## config.mk

```make
export PLATFORM = sky130hd
export DESIGN_NAME = aes_in_serializer
export DESIGN_NICKNAME = d
export VERILOG_FILES = /design/src/rtl/aes_pkg.sv /design/src/rtl/aes_in_serializer.sv
export SDC_FILE = /design/constraint.sdc
export NUM_CORES = 1
export LEC_CHECK = 0
export CAP_MARGIN = 20
export CORE_MARGIN = 3
export CORE_UTILIZATION = 32
export CTS_CLUSTER_SIZE = 16
export DETAILED_ROUTE_END_ITERATION = 12
export SLEW_MARGIN = 40
export SYNTH_ARGS = -nofsm -noshare
export SYNTH_HDL_FRONTEND = slang
export SYNTH_SLANG_ARGS = --single-unit
export TNS_END_PERCENT = 10
```

## constraint.sdc

```tcl
create_clock -name clk -period 2.3 [get_ports clk]
set_input_delay 0.46 -clock clk [delete_from_list [all_inputs] [get_ports clk]]
set_output_delay 0.46 -clock clk [all_outputs]
set_load 0.005 [all_outputs]
```

## src/rtl/aes_pkg.sv

```systemverilog
// Shared constants, state encoding and word-select helper for the AES input serializer.
package aes_pkg;

    localparam int AES_BLOCK_W = 128;
    localparam int AES_BEATS   = 4;
    localparam int AES_WORD_W  = AES_BLOCK_W / AES_BEATS;

    localparam logic [1:0] AES_LAST_BEAT = 2'(AES_BEATS - 1);

    typedef enum logic [1:0] {
        IDLE        = 2'd0,
        SEND        = 2'd1,
        WAIT_RESULT = 2'd2,
        DRAIN       = 2'd3
    } aes_ser_state_t;

    // Word 0 is the most significant 32 bits of the block.
    function automatic logic [AES_WORD_W-1:0] block_word(
        input logic [AES_BLOCK_W-1:0] blk,
        input logic [1:0]             idx
    );
        logic [AES_WORD_W-1:0] w;
        case (idx)
            2'd0:    w = blk[127:96];
            2'd1:    w = blk[95:64];
            2'd2:    w = blk[63:32];
            default: w = blk[31:0];
        endcase
        return w;
    endfunction

endpackage

```

## src/rtl/aes_in_serializer.sv

```systemverilog
// Feeds AES128_core: takes one 128-bit plaintext/key block, emits four 32-bit beats, then waits for the core's 4-beat result burst.
// Optional result-wait watchdog enabled by defining AES_IN_TIMEOUT_EN.
module aes_in_serializer
    import aes_pkg::*;
#(
    parameter int DATA_WIDTH     = 32,
    parameter int TIMEOUT_CYCLES = 64
) (
    input  logic                   clk,
    input  logic                   rst_n,
    input  logic                   blk_valid_in,
    output logic                   blk_ready_out,
    input  logic [AES_BLOCK_W-1:0] blk_plaintext_in,
    input  logic [AES_BLOCK_W-1:0] blk_key_in,
    output logic                   MP_dv_out,
    output logic [DATA_WIDTH-1:0]  plaintext_out,
    output logic [DATA_WIDTH-1:0]  key_out,
    input  logic                   core_dv_in,
    output logic                   busy_out,
    output logic                   timeout_err_out
);

    // Handshake: a block transfers on a rising edge where blk_valid_in && blk_ready_out;
    // ready is high only in IDLE, and upstream must hold valid/data until then.

    aes_ser_state_t           state;
    aes_ser_state_t           state_next;
    logic [1:0]               beat_cnt;
    logic [1:0]               res_cnt;
    logic [AES_BLOCK_W-1:0]   pt_q;
    logic [AES_BLOCK_W-1:0]   key_q;
    logic                     accept;
    logic                     res_last;
    logic                     tmo_hit;

    assign accept   = (state == IDLE) && blk_valid_in;
    assign res_last = (state == DRAIN) && core_dv_in && (res_cnt == AES_LAST_BEAT);

`ifdef AES_IN_TIMEOUT_EN
    localparam logic [9:0] TMO_LAST = 10'(TIMEOUT_CYCLES - 1);

    logic [9:0] tmo_cnt;
    logic       tmo_err;

    assign tmo_hit = (state == WAIT_RESULT) && !core_dv_in && (tmo_cnt == TMO_LAST);

    always_ff @(posedge clk or negedge rst_n) begin
        if (!rst_n) begin
            tmo_cnt <= '0;
            tmo_err <= 1'b0;
        end else begin
            if ((state == WAIT_RESULT) && !core_dv_in && !tmo_hit)
                tmo_cnt <= tmo_cnt + 10'd1;
            else
                tmo_cnt <= '0;
            if (accept)
                tmo_err <= 1'b0;
            else if (tmo_hit)
                tmo_err <= 1'b1;
        end
    end

    assign timeout_err_out = tmo_err;
`else
    logic unused_timeout;
    assign unused_timeout  = (TIMEOUT_CYCLES > 0);
    assign tmo_hit         = 1'b0;
    assign timeout_err_out = 1'b0;
`endif

    always_comb begin
        state_next = state;
        case (state)
            IDLE:        if (blk_valid_in)              state_next = SEND;
            SEND:        if (beat_cnt == AES_LAST_BEAT) state_next = WAIT_RESULT;
            WAIT_RESULT: begin
                if (core_dv_in)   state_next = DRAIN;
                else if (tmo_hit) state_next = IDLE;
            end
            DRAIN:       if (res_last)                  state_next = IDLE;
            default:                                    state_next = IDLE;
        endcase
    end

    always_ff @(posedge clk or negedge rst_n) begin
        if (!rst_n) begin
            state    <= IDLE;
            beat_cnt <= '0;
            res_cnt  <= '0;
            pt_q     <= '0;
            key_q    <= '0;
        end else begin
            state <= state_next;
            if (accept) begin
                pt_q  <= blk_plaintext_in;
                key_q <= blk_key_in;
            end
            if (state == SEND)
                beat_cnt <= beat_cnt + 2'd1;
            else
                beat_cnt <= '0;
            // The beat that moves WAIT_RESULT to DRAIN is result beat 0.
            if ((state == WAIT_RESULT) && core_dv_in)
                res_cnt <= 2'd1;
            else if ((state == DRAIN) && core_dv_in)
                res_cnt <= res_cnt + 2'd1;
            else if (state != DRAIN)
                res_cnt <= '0;
        end
    end

    assign blk_ready_out = (state == IDLE);
    assign busy_out      = (state != IDLE);
    assign MP_dv_out     = (state == SEND);
    assign plaintext_out = MP_dv_out ? block_word(pt_q, beat_cnt)  : '0;
    assign key_out       = MP_dv_out ? block_word(key_q, beat_cnt) : '0;

endmodule

```

==> flow_results.org <==
** Routing
- WL per Instance :: roughly 22 µm
- Number of detailed-route iterations in the first pass :: 8
- Detailed-route via count :: between 8000 and 9000
- For this run, design rule violations remaining after detail routing come to 0.
- Dividing the detail-routed via count by the number of cells gives around 5.
- The first routing iteration left between 500 and 600 violations.
- Total Routed Length :: about 38 mm
- Post-DRT Antenna Nets :: 0

** Synthesis
- Summing every instance area after synthesis gives around 0.012 mm².
- The synthesized design spends more area on one cell type than any other, namely sky130_fd_sc_hd__dfrtp_1.
- Count of distinct cell types in the synthesized netlist :: 27
- Area share of the largest cell type after synthesis :: approximately 53%
- Adder-cell share of the synthesized area :: 0.911%
- Cells after Synth :: 816
- Largest family of logic cells by synthesized area :: multiplexers
- By area the synthesized netlist is led by sky130_fd_sc_hd__dfrtp_1 53%, sky130_fd_sc_hd__mux2_4 29%, sky130_fd_sc_hd__a222oi_1 5.2%.
- Multiplexer cells account for 30.6% of the synthesized area.
- Of the synthesized area, sequential elements account for between 50% and 60%.
- Synthesis produced a netlist with a net count of between 1000 and 1500.
- Compound-gate portion of the synthesized area :: 10.7%
- Post-synthesis simple-gate area fraction :: less than 1%
- In this run, synthesis produced a sequential element count of roughly 260.
- After Yosys synthesis, XOR and XNOR cells account for 0% of the synthesized area.
- The Yosys step of the flow raised 0 warnings.
- A synthesized cell averages between 15 and 20 µm².

** Placed design
- At the end of routability-driven placement, the weighted congestion stood at roughly 0.82.
- Pre-CTS setup slack :: -0.218 ns
- The wire-length estimate of the detail-placed layout is around 26 mm.
- Port Buf Inserts :: between 300 and 400

** STA
- The smallest clock period supported by the final layout is computed as about 2.7 ns.
- Final worst-path cycle share :: 119%
- Summed over all failing endpoints, the final setup total negative slack is -19.10 ns.
- Setup violators final :: 65
- Unrepaired setup endpoints after global routing :: yes
- For the pin with the worst max-slew slack, the measured transition is 0.523 ns.
- The number of endpoints with negative hold slack in the final report is 0.
- Top achievable clock speed :: approximately 0.37 GHz
- Number of pins with negative max-slew slack in the final report :: 0
- Worst Setup Slack, final :: -0.426 ns
- Final Skew :: approximately 0.016 ns
- Headroom to the max-slew limit came out at about two thirds.

** Power and ir drop
- Power consumption :: around 25 mW
- In this run the power density over the cells is 1400 mW/mm².
- Summed over all cells, the static leakage comes to about 8.4 nW.
- Worst IR Drop VDD :: 0.000530 V

** Clock network
- Clock slew at the register clock pins of the worst setup and hold paths :: approximately 0.060 ns
- At the later pin of the worst-skew pair, clock insertion delay measures roughly 0.51 ns.
- In this run the deepest clock path goes through 3 buffers.
- The H-tree was split into 2 levels.
- TritonCTS clock tree :: yes
- Total CTS buffers :: 34
- The tree is rooted in a sky130_fd_sc_hd__clkbuf_16.
- The clock net in this run drives a total of about 260 sinks.

** Global route
- Overflow left after global routing :: 0
- Global-route wire length before repair :: about 60 mm
- The number of global-route vias before repair is ~9400.
- Entering global routing, the biggest net connects 61 pins.
- Global routing used roughly 18% of the available tracks across all layers.
- The initial antenna violation count is 3.

** Setup path
- Walking the worst path, the cells encountered are buf_6 -> ha_4 -> buf_12 -> buf_12 -> a222oi_1 -> a21oi_1 -> dlygate4sd2_1.
- Critical path start-end classification :: reg2out
- The cell family contributing the most delay on the critical path is buffers and inverters.
- Critical Path Start Type :: flip-flop
- On the critical path, the stage with the largest delay is an instance of sky130_fd_sc_hd__dfrtp_1.
- Counting stages on the worst path, the most repeated cell is sky130_fd_sc_hd__buf_12.
- Along the worst path, the maximum fanout reaches 10.
- Together, buffers and inverters on the worst path number 4.
- STA puts the critical path data required time at 1.84 ns.
- Data on the critical path arrives at its endpoint at approximately 2.3 ns.
- Kind of end point of the critical path :: primary output
- CP peak stage delay :: slightly below 0.4 ns

** Layout
- Final-stage net count :: between 1000 and 1500
- The sequential cells in the finished layout cover a total of around 0.0066 mm².
- Core utilization of the finished layout :: 48.1%
- Leading cell type in the layout, fill and taps excluded :: sky130_fd_sc_hd__dfrtp_1
- Relative to the synthesized area, the layout overhead comes to 47.4%.
- In the final layout, the multi-input gates occupy 0.00541 mm².
- In the layout the commonest cells are 262 x sky130_fd_sc_hd__dfrtp_1, 260 x sky130_fd_sc_hd__clkdlybuf4s50_1, 240 x sky130_fd_sc_hd__mux2_4.
- Number of inserted filler cells in the final layout :: approximately 3400
- The post-route netlist has approximately two fifths of its cells at a drive strength greater than 1.

** Floorplanning
- Effective utilization at floorplan :: about a third
- Die boundary width :: 203 µm
- The die covers roughly 0.04 mm².
- around 330 I/O pins were placed.
- The initialized floorplan defines around 70 standard-cell rows.
- Die H :: 203 µm
- The region available for standard cell placement spans ~0.038 mm².

** Run status
- The final reports fail on negative setup slack.
- Status :: complete, but fails checks

** Hold path
- The tightest min-delay check is of the reg2reg type.

** Flow run
- Reported max-cap violation count :: 0
worst reg2reg max path, stage by stage (launching register included):
cell	delay, ns
sky130_fd_sc_hd__dfrtp_1	0.41
sky130_fd_sc_hd__inv_2	0.08
sky130_fd_sc_hd__ha_4	0.19
sky130_fd_sc_hd__nand2_8	0.32
sky130_fd_sc_hd__buf_4	0.42
sky130_fd_sc_hd__mux2_4	0.34
Yosys cell counts:
master	count
sky130_fd_sc_hd__a21boi_0	1
sky130_fd_sc_hd__a21oi_1	64
sky130_fd_sc_hd__a222oi_1	64
sky130_fd_sc_hd__and2_1	1
sky130_fd_sc_hd__and4_1	1
sky130_fd_sc_hd__buf_1	5
sky130_fd_sc_hd__buf_2	7
sky130_fd_sc_hd__buf_4	1
sky130_fd_sc_hd__buf_6	27
sky130_fd_sc_hd__clkbuf_1	31
sky130_fd_sc_hd__conb_1	1
sky130_fd_sc_hd__dfrtp_1	262
sky130_fd_sc_hd__ha_1	9
sky130_fd_sc_hd__inv_1	5
sky130_fd_sc_hd__inv_2	1
sky130_fd_sc_hd__mux2_2	16
sky130_fd_sc_hd__mux2_4	240
sky130_fd_sc_hd__nand2_1	2
sky130_fd_sc_hd__nand2_2	1
sky130_fd_sc_hd__nand2b_1	4
sky130_fd_sc_hd__nand3_1	1
sky130_fd_sc_hd__nand3b_1	1
sky130_fd_sc_hd__nor2b_1	2
sky130_fd_sc_hd__o21ai_0	66
sky130_fd_sc_hd__o21bai_1	1
sky130_fd_sc_hd__o22ai_1	1
sky130_fd_sc_hd__o32a_1	1
sequential cells by signal (all words and copies together) (netlist names):
register  cells
beat_cnt      2
key_q       128
pt_q        128
res_cnt       2
state         2
worst paths after layout:
kind / startpoint / end / slack [ns] / depth (start not counted)
setup / recovery: beat_cnt[0] / plaintext_out[21] / -0.43 / 7
hold / removal: key_q[29] / key_q[29] / 0.50 / 1
setup reg to reg: state[0] / pt_q[28] / 0.41 / 5
hold reg to reg: key_q[29] / key_q[29] / 0.50 / 1
max in group asynchronous: rst_n / pt_q[0] / 1.04 / 3
min in group asynchronous: rst_n / pt_q[83] / 0.51 / 2
per-layer routing:
metal | routed length (µm) | vias to the layer above | global-route usage (%)
li1 | - | 3877 | -
met1 | 17300 | 4390 | 25.3
met2 | 17800 | 340 | 29.2
met3 | 2580 | 47 | 4.60
met4 | 628 | 4 | 3.96
met5 | 23 | - | 0
cell families (layout without fill, tap and decap cells):
| group | after synthesis | after routing |
|---|---|---|
| and+or+nand+nor | 13 | 13 |
| buffers and inverters | 77 | 496 |
| AOI/OAI and AO/OA | 198 | 198 |
| other | 1 | 3 |
| muxes | 256 | 256 |
| DFF | 262 | 262 |
| adders and majority gates | 9 | 9 |
final cells by class:
| cell class | count | area share [%] |
|---|---|---|
| sequential | 262 | 36.0 |
| multi-input combinational | 477 | 29.7 |
| timing repair buffer | 428 | 24.0 |
| clock buffer | 49 | 5.60 |
| tap | 511 | 3.51 |
| clock inverter | 13 | 0.975 |
| inverter | 6 | 0.165 |
| antenna | 2 | 0.0275 |
stage by stage:
stage	hold WS, ns	instances	area [µm²]
floorplan	0.164	816	12400
global placement	0.442	1665	16800
detailed placement	0.440	1665	16800
CTS	0.486	1742	18300
global route	0.514	1746	18200
finish	0.500	1748	18200
where the power goes:
part	switching, mW	internal (mW)
clock	2.06	3.55
sequential	1.45	7.00
combinational	4.30	7.11
total	7.81	17.7
what timing repair did:
action | in CTS | in global routing
setup buffers | 8 | 4
hold buffers | 1 | 0
pin swaps | 66 | 75
hold endpoints to repair | 47 | 0
cloned | 6 | 0
resized for setup | 169 | 61
endpoints found under the setup margin | 67 | 67
No activity file was read; power rests on OpenSTA's default activity.
